### src/rtl/fmul_stream_ctrl.sv
// Issues operand pairs to a fixed-latency FloPoCo multiplier and buffers its
// products in a credit-guarded first-word-fall-through FIFO.
module fmul_stream_ctrl #(
    parameter int WIDTH   = 11,
    parameter int LATENCY = 2,
    parameter int DEPTH   = 4
) (
    input  logic             clk,
    input  logic             reset,
    input  logic             in_valid,
    output logic             in_ready,
    input  logic [WIDTH-1:0] in_x,
    input  logic [WIDTH-1:0] in_y,
    output logic [WIDTH-1:0] mul_x,
    output logic [WIDTH-1:0] mul_y,
    input  logic [WIDTH-1:0] mul_r,
    output logic             out_valid,
    input  logic             out_ready,
    output logic [WIDTH-1:0] out_data,
    output logic             busy
);
    localparam int PTR_W = (DEPTH > 1) ? $clog2(DEPTH) : 1;
    localparam int CNT_W = $clog2(DEPTH) + 1;
    localparam logic [CNT_W:0] CAP = (CNT_W + 1)'(DEPTH);

    logic [LATENCY-1:0] vld_p;
    logic [CNT_W-1:0]   inflight;
    logic [CNT_W-1:0]   fifo_count;
    logic [PTR_W-1:0]   wr_ptr;
    logic [PTR_W-1:0]   rd_ptr;
    logic [WIDTH-1:0]   mem [DEPTH];
    logic [CNT_W:0]     credit_used;
    logic               issue;
    logic               push;
    logic               pop;

    // Every product issued but not yet popped holds a FIFO slot in reserve.
    assign credit_used = {1'b0, inflight} + {1'b0, fifo_count};
    assign in_ready    = reset && (credit_used < CAP);
    assign out_valid   = reset && (fifo_count != '0);
    assign out_data    = mem[rd_ptr];
    assign busy        = (reset && (inflight != '0)) || out_valid;

    assign issue = in_valid && in_ready;
    assign push  = vld_p[LATENCY-1];
    assign pop   = out_valid && out_ready;

    // Stage p0: operand registers feeding the multiplier.
    always_ff @(posedge clk) begin
        if (!reset) begin
            mul_x <= '0;
            mul_y <= '0;
        end else if (issue) begin
            mul_x <= in_x;
            mul_y <= in_y;
        end
    end

    // Valid pipe mirrors the multiplier latency; its tail marks mul_r as live.
    always_ff @(posedge clk) begin
        if (!reset) begin
            vld_p <= '0;
        end else begin
            vld_p[0] <= issue;
            for (int i = 1; i < LATENCY; i++) begin
                vld_p[i] <= vld_p[i-1];
            end
        end
    end

    always_ff @(posedge clk) begin
        if (!reset) begin
            inflight <= '0;
        end else begin
            case ({issue, push})
                2'b10:   inflight <= inflight + 1'b1;
                2'b01:   inflight <= inflight - 1'b1;
                default: inflight <= inflight;
            endcase
        end
    end

    // Result FIFO: storage is data-only, pointers wrap naturally at DEPTH.
    always_ff @(posedge clk) begin
        if (reset && push) begin
            mem[wr_ptr] <= mul_r;
        end
    end

    always_ff @(posedge clk) begin
        if (!reset) begin
            wr_ptr     <= '0;
            rd_ptr     <= '0;
            fifo_count <= '0;
        end else begin
            if (push) begin
                wr_ptr <= wr_ptr + 1'b1;
            end
            if (pop) begin
                rd_ptr <= rd_ptr + 1'b1;
            end
            case ({push, pop})
                2'b10:   fifo_count <= fifo_count + 1'b1;
                2'b01:   fifo_count <= fifo_count - 1'b1;
                default: fifo_count <= fifo_count;
            endcase
        end
    end

endmodule

### config.mk
export PLATFORM = sky130hd
export DESIGN_NAME = fmul_stream_ctrl
export DESIGN_NICKNAME = d
export VERILOG_FILES = /design/src/rtl/fmul_stream_ctrl.sv
export SDC_FILE = /design/constraint.sdc
export NUM_CORES = 1
export LEC_CHECK = 0
export BUFFER_PORTS_ARGS = -buffer_cell sky130_fd_sc_hd__buf_4
export CAP_MARGIN = 0
export CELL_PAD_IN_SITES_DETAIL_PLACEMENT = 1
export CELL_PAD_IN_SITES_GLOBAL_PLACEMENT = 1
export CORE_ASPECT_RATIO = 1.1
export CORE_UTILIZATION = 44
export CTS_BUF_LIST = sky130_fd_sc_hd__clkbuf_4 sky130_fd_sc_hd__clkbuf_8
export DETAILED_ROUTE_END_ITERATION = 8
export PLACE_DENSITY_LB_ADDON = 0.25
export SYNTH_ARGS = -nofsm -noshare
export SYNTH_HDL_FRONTEND = slang
export SYNTH_SLANG_ARGS = --single-unit
### constraint.sdc
create_clock -name clk -period 2.8 [get_ports clk]
set_input_delay 0.42 -clock clk [delete_from_list [all_inputs] [get_ports clk]]
set_output_delay 0.42 -clock clk [all_outputs]
set_load 0.005 [all_outputs]
# Word level (Yosys, flattened, before mapping)
# Memory sizes are Yosys's and may differ from the RTL's. A register that Yosys moved wholly into a read port is not among the register bits.
# Index checks and enable logic that the tools add are counted.
dict set report classes {
  order_cmp 1
  n_addsub 7
  mux 6
  n_reduce_logical 11
  n_eq_ne 4
}
# cell count
set op_table {}
lappend op_table {{$pmux W3 S2} 2}
lappend op_table {{$add A3 B1 Y3 const B} 2}
lappend op_table {{$logic_and A1 B1 Y1} 6}
lappend op_table {{$reduce_bool A3 Y1} 2}
lappend op_table {{$sub A3 B1 Y3 const B} 2}
lappend op_table {{$add A2 B1 Y2 const B} 2}
lappend op_table {{$add A3 B3 Y4} 1}
lappend op_table {{$eq A2 B1 Y1 const B} 2}
lappend op_table {{$eq A2 B2 Y1 const B} 2}
lappend op_table {{$lt A4 B3 Y1 const B} 1}
lappend op_table {{$mux W2} 2}
lappend op_table {{$reduce_bool A2 Y1} 2}
lappend op_table {{$mux W1} 2}
lappend op_table {{$logic_or A1 B1 Y1} 1}
dict set report totals {
  wordCells 37
  mem_bits_rw 44
  n_memories 1
  out_inout_bits 36
  regBits 34
}
# name words width read_ports rd_ports_with_merged_regs wr line
set mem_list {}
lappend mem_list {mem 4 11 1 1 1 31} ;# logic [WIDTH-1:0] mem [DEPTH];

# Logic depth before layout (Yosys ltp)
# Gate-level depths: netlist of the first run.
dict set report logic_depth {
  word_depth 6
  ltp_mapped 12
  ltp_nobuf 10
}

# Least setup slack after synthesis of the first run
# No wires, ideal clock.
dict set report synth_timing {
  kind {register to register}
  from {register fifo_count[1]}
  to {register inflight[2]}
  period_less_slack_ns 2.416
  arrival_ns 2.345
  required_time_ns 2.729
  stages_incl_launch_ff 13
  slack_ns 0.384
  cell_sequence {dfxtp_1 > ha_1 > nand3_2 > and3_1 > buf_4 > buf_6 > inv_2 > ha_1 > inv_1 > fa_1 > xor2_1 > or3_1 > a21oi_1}
}
dict set report synth_via {
  elab_chain_len 6
  word_cells_on_any_way 8
  classes_between {add/sub (1); order compare (1); eq/ne (2); mux (1); reduce/logical (3)}
}
# item line
set synth_rtl {}
lappend synth_rtl {{start, declared} 28} ;# logic [CNT_W-1:0] fifo_count;
lappend synth_rtl {{start signal, assigned} 103} ;# 2'b10: fifo_count <= fifo_count + 1'b1;
lappend synth_rtl {{start signal, assigned} 104} ;# 2'b01: fifo_count <= fifo_count - 1'b1;
lappend synth_rtl {{start signal, assigned} 105} ;# default: fifo_count <= fifo_count;
lappend synth_rtl {{$add A3 B3 Y4 (*)} 38} ;# assign credit_used = {1'b0, inflight} + {1'b0, fifo_count};
lappend synth_rtl {{$lt A4 B3 Y1 (*)} 39} ;# assign in_ready = reset && (credit_used < CAP);
lappend synth_rtl {{$logic_and A1 B1 Y1 (*)} 39}
lappend synth_rtl {{$logic_and A1 B1 Y1 (*)} 44} ;# assign issue = in_valid && in_ready;
lappend synth_rtl {{$eq A2 B1 Y1 or $eq A2 B2 Y1 (tied branches)} 75} ;# case ({issue, push})
lappend synth_rtl {{$pmux W3 S2 or $reduce_bool A2 Y1 (tied branches)} --}
lappend synth_rtl {{end signal, assigned} 76} ;# 2'b10: inflight <= inflight + 1'b1;
lappend synth_rtl {{end signal, assigned} 77} ;# 2'b01: inflight <= inflight - 1'b1;
lappend synth_rtl {{end signal, assigned} 78} ;# default: inflight <= inflight;
lappend synth_rtl {{end, declared} 27} ;# logic [CNT_W-1:0] inflight;
# Mark *: on every way between the ends. The rest lies on a longest branch, timed or not.
# A chain may end at the register's enable or synchronous reset.

# Final worst setup path of the first run
# Ends and elaborated chain as after synthesis.

==> impl.org, run 1 <==
** Synth
- In this run, synthesis inferred 44 flip-flops with an integrated enable.
- The share of the Yosys chip area taken by registers is 64.1%.
- Most common flop cell mapped by yosys :: edfxtp_1
- Most area-consuming cells after synthesis :: edfxtp_1 41%, dfxtp_1 23%, mux4_2 7.8%, nand4_1 4.3%, ha_1 3.1%
- Fraction of post-synthesis cell area in the top cell type by area :: 41.5%
- Yosys printed 0 warnings.
- A synthesized cell averages 13.4 um2.
- Yosys cell types :: 29
- Synthesized instance count :: 237
- Cell taking the most area after synthesis :: edfxtp_1
- Counting flops with an async set or reset pin after synthesis yields a share of 0%.
- The cell area that synthesis handed to floorplanning was 3190 um2.
- Synth Register Bits :: 80
- The number of nets in the synthesized netlist is 284.

** Timing
- Static timing analysis puts the maximum clock frequency at 439 MHz.
- Dividing the final minimum period by the clock period gives 81.4%.
- Clock skew on the completed layout was measured at 9.36 ps.
- Fin Setup TNS :: 0 ps
- Remaining max-slew budget at the tightest pin :: 58.3%
- Post-route minimum period :: 2280 ps
- Worst Tran Pin Value :: 615 ps
- The final-report max-slew violation count came to 0.
- Final Hold Violating Endpoints :: 0
- Unrepaired setup endpoints after global routing :: false
- Number of failing setup endpoints in the final timing report :: 0

** Min path
- Class of the tightest hold or removal check :: in -> reg
- Hold path depth :: 1

** Global route
- Entering global routing, the biggest net connects 30 pins.
- Vias in the first global route :: 2211
- The first global-routing pass estimated 10900 um of wire.
- The number of antenna violations at the first check in global routing is 0.
- For this run the aggregate overflow at the end of global routing stands at 0.
- Global routing used 18.5% of the available tracks.

** Route
- The count of nets left with antenna violations once routing finished came out at 0.
- The final layout contains routed wiring with a total length of 6640 um.
- The routed layout has 2105 vias.
- In this run, the number of DRC markers left after iteration 0 of detailed routing was 28.
- In the final routed layout, each cell accounts on average for 16.6 um.
- Via-to-Cell Ratio :: 5.26
- Number of design rule violations left after detail routing :: 0
- First-pass iteration count of the detailed router :: 4

** Run status
- The run finished with clean final reports.

** Clocking
- The number of hold buffers added after CTS was 0.
- TritonCTS built the clock tree.
- Counting along the longest clock path gives a buffer depth of 2.
- Clock root buffer :: clkbuf_8
- TritonCTS created 9 clock buffers.
- At the later pin of the worst-skew pair, clock insertion delay measures 330 ps.
- Number of H-tree levels :: 3
- The clock drives 80 sinks.
- Buffer count from post-CTS setup fixing :: 0
- Post-cts sizing count :: 0
- Clock Pin Slew Worst Setup and Hold Paths :: 80 ps

** Worst setup path
- Required time of the critical path :: 3070 ps
- The setup check on the worst reg-to-reg path leaves a slack of 520 ps.
- The number of buffers and inverters on the critical path is 2.
- Start point of the critical path :: fifo_count[1]$_SDFFE_PN0P_
- Grouping stages by cell kind, the critical path spends the most delay in adder cells.
- By instance count, the cell type seen most on the critical path is ha_1.
- Delay contributed by the slowest stage of the critical path :: 380 ps
- Of all nets on the critical path, the largest fanout is 5.
- The startpoint identified for the worst register-to-register timing path is fifo_count[1]$_SDFFE_PN0P_.
- Among all stages on the critical path, the largest delay is contributed by fa_1.
- Data arrives at the worst endpoint at 2550 ps.
- Stages on worst setup path :: 10
- STA classifies the critical path endpoint as a flop.
- Worst reg2reg path depth :: 10
- The critical path ends at inflight[2]$_SDFFE_PN0P_.
- Ordered cell list for the critical path :: ha_1 > nand3_2 > and3_1 > inv_2 > ha_1 > inv_1 > fa_1 > xor2_1 > or3_1 > a21oi_1
- Endpoint of the worst register-to-register path :: inflight[2]$_SDFFE_PN0P_
- Kind of launch point of the worst setup path :: flop
- The critical path in this run is classified as reg -> reg.

** Placed design
- Routability-driven placement finished with a final weighted congestion of 0.703.
- Number of I/O port buffers :: 72
- The HPWL after detailed placement is 4600 um.

** Cells and area
- The post-route netlist has 37.5% of its cells at a drive strength greater than 1.
- Post-Route Utilization :: 57.6%
- The layout has 705 filler cells.
- The number of antenna diodes in the final layout is 0.
- Number of nets in the layout :: 357
- The area growth from synthesis to layout is 26.6%.

** Pwr
- Leakage :: 1.55 nW
- Power density of the placed cells :: 638 nW/um2
- IR analysis of the VDD net gives a maximum drop of 399 uV.

** Floorplan
- Initial core utilization :: 45.5%
- The die covers 7590 um2.
- 73 I/O pins were placed.
- The floorplan step set the die height to 91.3 um.
- The initialized floorplan defines 32 standard-cell rows.
- Width of the chip :: 83.1 um
- Placeable core region :: 7010 um2

** Job
- Max-cap violation count :: 0
==> sequential cells by signal (all words and copies together) (netlist names), named ones only <==
name        count
inflight        3
mul_x          11
fifo_count      3
wr_ptr          2
rd_ptr          2
mem            44
mul_y          11
vld_p           2
==> logic make-up after synthesis <==
kind of cell | synth area share (%)
compound gates | 6.64
xor+xnor | 1.37
fa+ha+maj | 4.40
buf+inv | 3.97
flops | 64.1
mux | 8.09
simple gates | 11.5
==> per-layer routing <==
layer  track usage (%)  share of wire (%)  vias to the layer above
li1                  -                  -                     1016
met1              21.9                 41                     1033
met2              32.7                 54                       49
met3              4.73                4.7                        7
met4              6.03               0.86                        0
met5                 0                  0                        -
==> layout by cell type (no fill, tap or decap), drive strengths merged, types with 4 or more instances in the layout <==
master / instances
xor2: 4
dfxtp: 36
o21ai: 27
nor2: 9
a21oi: 6
buf: 77
and3: 5
clkbuf: 10
ha: 8
nand4: 22
edfxtp: 44
inv: 13
nand2: 22
mux4: 11
==> per-stage QoR <==
step | hold slack [ps] | area, um2 | power (mW) | worst slack [ps] | cells
after CTS | 263 | 4030 | 2.60 | 501 | 400
final | 280 | 4030 | 2.57 | 522 | 400
after floorplan | 412 | 3190 | 1.47 | 384 | 237
after global routing | 259 | 4030 | 2.68 | 365 | 400
after global placement | 417 | 3790 | 1.60 | 632 | 384
after detailed placement | 439 | 3790 | 1.61 | 543 | 384
==> synth_stat cells, types with 2 or more instances <==
cell type	number
a21oi_1	6
and2_1	2
fa_1	2
xor2_1	4
inv_1	11
and3_1	5
nor2_1	9
o21ai_2	10
clkbuf_1	10
buf_6	2
o21ai_1	12
edfxtp_1	44
or3_1	3
ha_1	8
nor3_1	2
nand2_1	22
o21ai_0	5
mux4_2	11
dfxtp_1	36
nand4_1	22
inv_2	2
buf_2	2
==> worst min-delay path by stage <==
stage | start | end | slack [ps]
2_1_floorplan | vld_p[0]$_SDFF_PN0_ | vld_p[1]$_SDFF_PN0_ | 410
3_3_place_gp | vld_p[0]$_SDFF_PN0_ | vld_p[1]$_SDFF_PN0_ | 420
3_5_place_dp | vld_p[0]$_SDFF_PN0_ | vld_p[1]$_SDFF_PN0_ | 440
4_1_cts | mul_r[10] | mem[2][10]$_DFFE_PP_ | 260
5_1_grt | mul_r[2] | mem[2][2]$_DFFE_PP_ | 260
6_report | mul_r[10] | mem[2][10]$_DFFE_PP_ | 280
==> layout make-up <==
| class | instances | area [um2] | area share (%) |
|---|---|---|---|
| sequential | 80 | 2040 | 50.6 |
| clock buffer | 10 | 131 | 3.26 |
| multi-input combinational | 129 | 1020 | 25.2 |
| timing repair buffer | 77 | 578 | 14.3 |
| tap | 85 | 106 | 2.64 |
| clock inverter | 6 | 109 | 2.70 |
| inverter | 13 | 48.8 | 1.21 |
==> report_power, final <==
part | switching (mW) | internal, mW | total, mW
clock | 0.395 | 0.601 | 0.996
sequential | 0.0291 | 1.28 | 1.31
combinational | 0.125 | 0.144 | 0.269
Note: power is estimated with default switching activity, not from simulation.
==> run 2: changes to the inputs <==
==> constraint.sdc (replaced) <==
create_clock -name clk -period 2.15 [get_ports clk]
set_input_delay 0.3225 -clock clk [delete_from_list [all_inputs] [get_ports clk]]
set_output_delay 0.3225 -clock clk [all_outputs]
set_load 0.005 [all_outputs]
==> impl.org, run 2 (synthesized netlist as in run 1, its figures left out) <==
** Run status
- The run finished with clean final reports.

** Worst setup path
- STA classifies the critical path endpoint as a flop.
- The data arrival time of the worst path was 2380 ps (-170 ps).
- The slowest stage of the critical path is the dfxtp_2 cell.
- Walking the worst path, the cells encountered are ha_4 > nor4b_4 > and3_4 > inv_2 > ha_4 > inv_2 > fa_2 > xor2_1 > or3_1 > a21oi_1.
- Kind of launch point of the worst setup path :: flop
- The critical path is of the reg -> reg type.
- In this run the critical register-to-register path is launched from fifo_count[2]$_SDFFE_PN0P_.
- Maximum fanout encountered on the critical timing path :: 5 (unchanged)
- The flop-to-flop setup slack is 50 ps (-480 ps).
- Endpoint of the worst register-to-register path :: inflight[2]$_SDFFE_PN0P_
- Start point of the critical path :: fifo_count[2]$_SDFFE_PN0P_
- Worst reg2reg path depth :: 10 (unchanged)
- The required time of the critical path came to 2430 ps (-640 ps).
- Delay contributed by the slowest stage of the critical path :: 380 ps (about the same)

** Cells and area
- P&R area growth vs syn :: 26.4%
- Number of flip-flops under the largest register name :: 44 (unchanged)
- Fraction of final layout cells sized beyond drive strength 1 :: 40.6% (+3.1 points)
- Number of diodes added for antenna fixing :: 0 (unchanged)
- Fin area :: 4030 um2 (-0.16%)
- Ranked by flip-flop count, first place goes to mem.
- The post-layout utilization of the core came to 57.5% (-0.089 points).
- Leaving out fill and tap cells, the most frequent cell in the layout is buf_4.
- The largest registers in the layout are mem x44, mul_x x11, mul_y x11.
- Fillcell total :: 718 (+1.8%)
- Number of nets in the layout :: 360 (+0.84%)
- Commonest non-fill, non-tap cells in the layout :: 79 x buf_4, 44 x edfxtp_1, 33 x dfxtp_1, 22 x nand2_1, 22 x nand4_1

** Placed design
- Number of I/O port buffers :: 72 (unchanged)
- Half-perimeter wire length after detailed placement :: 4880 um (+5.9%)
- Area after detailed placement :: 3850 um2 (+1.5%)
- The routability-driven placement congestion ratio is 0.719 (+2.3%).

** Floorplan
- Placeable core region :: 7010 um2 (unchanged)
- The die height is 91.3 um (unchanged).
- The die footprint came to 7590 um2 (unchanged).
- The I/O pin total was 73 (unchanged).
- Number of placement rows :: 32 (unchanged)
- Width of the chip :: 83.1 um (unchanged)
- The effective utilization at floorplan was 45.5% (unchanged).

** Timing
- Remaining max-slew budget at the tightest pin :: 60.0% (+1.7 points)
- Timing-limited maximum frequency :: 475 MHz (+8.3%)
- Number of failing setup endpoints in the final timing report :: 0 (unchanged)
- The worst clock skew was 10.5 ps (+1.15 ps).
- Final Hold Violating Endpoints :: 0 (unchanged)
- The slew of the pin with the lowest slew margin came to 600 ps (-15.0 ps).
- Unrepaired setup endpoints after global routing :: true
- Final worst path period share :: 97.8% (+16 points)
- The final-report max-slew violation count is 0 (unchanged).
- Post-route minimum period :: 2100 ps (-174 ps)

** Global route
- The via count of the first global-routing pass was 2273 (+2.8%).
- The pin count of the biggest net entering global routing came to 27 (-10%).
- Total grt overflow :: 0 (unchanged)
- The number of antenna violations at the first check in global routing was 0 (unchanged).
- The wire length of the first global-routing pass came to 11500 um (+5.3%).
- Total routing usage reported by global routing :: 19.8% (+1.3 points)

** Min path
- Hold_sp :: mul_r[9]
- The worst hold path cell count is 1 (unchanged).
- Class of the tightest hold or removal check :: in -> reg
- The path with the worst hold slack has its endpoint at mem[0][9]$_DFFE_PP_.

** Pwr
- The leakage power was 1.54 nW (-0.86%).
- The power density relative to cell area came to 757 nW/um2 (+19%).
- The maximum VDD drop came to 406 uV (+1.8%).

** Route
- Initial detailed-routing violation count :: 91 (+230%)
- The routed length per instance is 17.4 um (+4.7%).
- Via-to-Cell Ratio :: 5.37 (+2.1%)
- Via count :: 2165 (+2.9%)
- The routed wire length is 7000 um (+5.5%).
- The number of remaining DRC errors is 0 (unchanged).
- The number of detailed-route iterations in the first pass came to 4 (unchanged).
- Antenna violation net count after detailed routing :: 0 (unchanged)

** Clocking
- Clock Pin Slew Worst Setup and Hold Paths :: 80 ps (about the same)
- Clock net sink count :: 80 (unchanged)
- Clock root buffer :: clkbuf_8
- The clock insertion delay at the later pin of the skew report is 350 ps (+20 ps).
- The deepest level of the CTS H-tree came to 3 (unchanged).
- Clock buffers created by TritonCTS :: 9 (unchanged)
- CTS tree :: done
- Maximum clock path buffer count :: 2 (unchanged)
- The total setup buffers inserted after CTS came to 0 (unchanged).

** Job
- The max-cap violation count was 0 (unchanged).
## run 2: cell count changes in the layout (fill, tap and decap cells not counted), moves of 2 or more
cell	previous run	this run
dfxtp_1	36	33
bufinv_16	3	0
clkbuf_4	1	5
dfxtp_2	0	3
ha_1	8	6
buf_4	77	79
ha_4	0	2
## run 2: area by class of cell
type                    count  area (um2)  share of cell area (%)
flip-flops and latches     80        2050                    50.8
multi-input cells         129        1050                    26.1
repair buffers             80         604                    15.0
clock buffers              14         161                    4.01
well taps                  85         106                    2.64
inverters                  13        48.8                    1.21
clock inverters             2        10.0                   0.249
## run 2: worst max-delay path by stage
stage | to | cells after the start | slack [ps]
global placement | inflight[2]$_SDFFE_PN0P_ | 10 | 90
detailed placement | inflight[2]$_SDFFE_PN0P_ | 10 | 30
CTS | inflight[2]$_SDFFE_PN0P_ | 10 | -20
finish | inflight[2]$_SDFFE_PN0P_ | 10 | 50
global route | inflight[2]$_SDFFE_PN0P_ | 10 | -80
floorplan | inflight[2]$_SDFFE_PN0P_ | 12 | -180
## run 2: timing repair
item                       CTS  global route
hold endpoints to repair     0             0
gates resized for setup      1             0
pin swaps                    0             1
setup endpoints to repair    1             3
hold buffers                 0             0
## run 2: per-stage QoR
step	cells	hold WS, ps	worst slack (ps)	setup TNS, ps	power, mW
2_1_floorplan	237	412	-178	-310	1.92
3_3_place_gp	387	415	91.8	0	2.09
3_5_place_dp	387	446	34.6	0	2.11
4_1_cts	403	158	-16.6	-16.6	3.08
5_1_grt	403	162	-78.5	-82.9	3.18
6_report	403	167	46.3	0	3.05
## run 2: where the power goes
group          internal, mW  switching [mW]
Clock                 0.482           0.499
Sequential             1.67          0.0377
Combinational         0.198           0.168
Total                  2.35           0.705
## run 2: routing by layer
layer  track usage, %  part of all wire [%]  up-vias
met4             8.33                   1.9        0
met2             33.3                    51       52
met3             5.55                   5.1       10
met5                0                     0        -
li1                 -                     -     1024
met1             23.8                    42     1079
## run 2: critical path, delay by kind of cell, from the launching register on
kind / cells / cell delay, ps
AO/OA/AOI/OAI: 1 / 120
buffers and inverters: 2 / 90
flip-flops: 1 / 380
XOR/XNOR: 1 / 70
adder cells (fa/ha/maj): 3 / 560
AND/OR/NAND/NOR: 3 / 820
==> run 3: changes to the inputs <==
==> constraint.sdc (replaced) <==
create_clock -name clk -period 2.4 [get_ports clk]
set_input_delay 0.36 -clock clk [delete_from_list [all_inputs] [get_ports clk]]
set_output_delay 0.36 -clock clk [all_outputs]
set_load 0.005 [all_outputs]
==> impl.org, run 3 (synthesized netlist as in run 1, its figures left out) <==
** Clocking
- The TritonCTS sink count is 80 (unchanged).
- Number of H-tree levels :: 3 (unchanged)
- The worst-case clock buffer depth is 2 (unchanged).
- The tree is rooted in a clkbuf_8.
- TritonCTS built the clock tree.
- The total clock buffers created by CTS came to 9 (unchanged).
- Clock Pin Slew Worst Setup and Hold Paths :: 90 ps (about the same)
- Buffer count from post-CTS setup fixing :: 0 (unchanged)
- The count of instances resized after the clock tree is built was 0 (-1).
- The number of buffers added to fix hold violations after cts was 0 (unchanged).
- Clock latency of the later-clocked register in the worst-skew pair :: 350 ps (about the same)

** Timing
- The final setup TNS came to 0 ps (unchanged).
- The worst hold slack is 209 ps (+41.3 ps).
- The peak clock frequency supported by timing is 444 MHz (-6.6%).
- The worst clock skew was 10.3 ps (-0.245 ps).
- The number of setup violations in the final report is 0 (unchanged).
- The remaining max-slew budget at the tightest pin was 61.0% (+1.0 points).
- Final worst path period share :: 93.9% (-4.0 points)
- The slew of the pin with the lowest slew margin came to 585 ps (-15.4 ps).
- Post-route minimum period :: 2250 ps (+149 ps)
- The number of failing hold endpoints at the final stage was 0 (unchanged).
- Setup repair after global routing left no endpoint under its margin.
- Number of max-slew violations in the final report :: 0 (unchanged)
- Final setup slack of the worst path :: 147 ps (+101 ps)

** Worst setup path
- The signal on the critical path passes through ha_1 > nor4b_4 > and3_1 > inv_2 > ha_2 > inv_1 > fa_1 > xor2_1 > or3_1 > a21oi_1.
- The worst setup path is launched from a flop.
- Kind of cell adding the most delay to the critical path :: adder cells
- Nature of the critical path endpoint :: flop
- The required time of the critical path came to 2680 ps (+250 ps).
- The combined buffer and inverter count along the critical path is 2 (unchanged).
- Delay contributed by the slowest stage of the critical path :: 370 ps (about the same)
- The highest net fanout along the worst path came to 5 (unchanged).
- The critical path in this run is classified as reg -> reg.
- Crit path arrival time :: 2530 ps (+150 ps)
- The slowest stage of the critical path is the fa_1 cell.

** Placed design
- The placed wire-length estimate after detailed placement was 4800 um (-1.5%).
- The number of buffer cells added on primary ports came to 72 (unchanged).
- Worst setup slack after placement :: 175 ps (+141 ps)
- The cell area after placement is 3820 um2 (-0.88%).
- Routability-driven placement congestion ratio :: 0.703 (-2.2%)
- The cell count after placement came to 387 (unchanged).

** Route
- The number of nets with antenna violations after routing was 0 (unchanged).
- Detailed-route wire length :: 7110 um (+1.6%)
- The via-per-instance ratio came to 5.41 (+0.65%).
- Via count :: 2179 (+0.65%)
- Initial detailed-routing violation count :: 95 (+4.4%)
- The routed length per instance came to 17.6 um (+1.6%).
- First-pass iteration count of the detailed router :: 4 (unchanged)
- Number of design rule violations left after detail routing :: 0 (unchanged)

** Global route
- Total routing usage reported by global routing :: 20.4% (+0.59 points)
- The leftover overflow at the end of global routing came to 0 (unchanged).
- Pin count of the biggest net entering global routing :: 24 (-11%)
- Global-route wire length before repair :: 11600 um (+1.6%)
- Initial antenna violation count :: 0 (unchanged)
- Vias in the first global route :: 2271 (-0.088%)

** Pwr
- The leakage power is 1.56 nW (+1.5%).
- Power density of the placed cells :: 755 nW/um2 (-0.27%)
- The total power draw was 3.07 mW (+0.69%).
- Maximum resistive drop on vdd :: 399 uV (-1.9%)

** Min path
- The path class of the tightest hold or removal check is in -> reg.

** Cells and area
- The number of flip-flops in the largest register is 44 (unchanged).
- Number of diodes added for antenna fixing :: 0 (unchanged)
- The area growth from synthesis to layout is 27.6%.
- In the layout the commonest cells are 80 x buf_4, 44 x edfxtp_1, 36 x dfxtp_1, 22 x nand2_1, 22 x nand4_1.
- Fin area :: 4070 um2 (+0.96%)
- Post-Route Utilization :: 58.0% (+0.55 points)
- Register containing the most flip-flops in the final layout :: mem
- The largest registers in the layout are mem x44, mul_x x11, mul_y x11.
- Number of nets in the layout :: 360 (unchanged)
- Fraction of final layout cells sized beyond drive strength 1 :: 38.4% (-2.2 points)
- Final Non-Filler Cells :: 403 (unchanged)
- Most common cell after layout, fill and taps aside :: buf_4

** Run status
- Status :: finished, final reports clean

** Floorplan
- Number of placement rows :: 32 (unchanged)
- The effective utilization at floorplan was 45.5% (unchanged).
- Width of the chip :: 83.1 um (unchanged)
- The area of the core was 7010 um2 (unchanged).
- Number of placed I/O pins :: 73 (unchanged)
- Die area :: 7590 um2 (unchanged)
- Die boundary height :: 91.3 um (unchanged)

** Job
- Max-cap violation count :: 0 (unchanged)
## run 3: cell types whose count changed in the layout (fill, tap and decap cells not counted), moves of 2 or more
cell and change:
dfxtp_1 +3, bufinv_16 +3, clkbuf_4 -5, clkinv_2 -2, dfxtp_2 -3, ha_4 -2, inv_6 +3
## run 3: cell type report
class | instances | area, um2
tap | 85 | 106
sequential | 80 | 2040
timing repair buffer | 80 | 601
clock inverter | 7 | 124
multi-input combinational | 129 | 1020
clock buffer | 9 | 124
inverter | 13 | 48.8
fill | 698 | 2940
## run 3: final timing paths
kind                              startpoint                        to  slack [ps]  cells past startpoint
setup / recovery  fifo_count[2]$_SDFFE_PN0P_  inflight[2]$_SDFFE_PN0P_         150                     10
hold / removal                      mul_r[9]       mem[2][9]$_DFFE_PP_         210                      1
setup reg to reg  fifo_count[2]$_SDFFE_PN0P_  inflight[2]$_SDFFE_PN0P_         150                     10
hold reg to reg       mul_y[10]$_SDFFE_PN0P_    mul_y[10]$_SDFFE_PN0P_         460                      2
## run 3: report_power, final
group / internal, mW / switching [mW]
clock network: 0.702 / 0.521
logic: 0.171 / 0.150
registers: 1.49 / 0.0344
## run 3: routing by layer
metal / global-route usage, % / wire length (um)
met2: 35.2 / 3720
met4: 9.20 / 128
met5: 0 / 0
met3: 5.27 / 302
met1: 23.7 / 2960
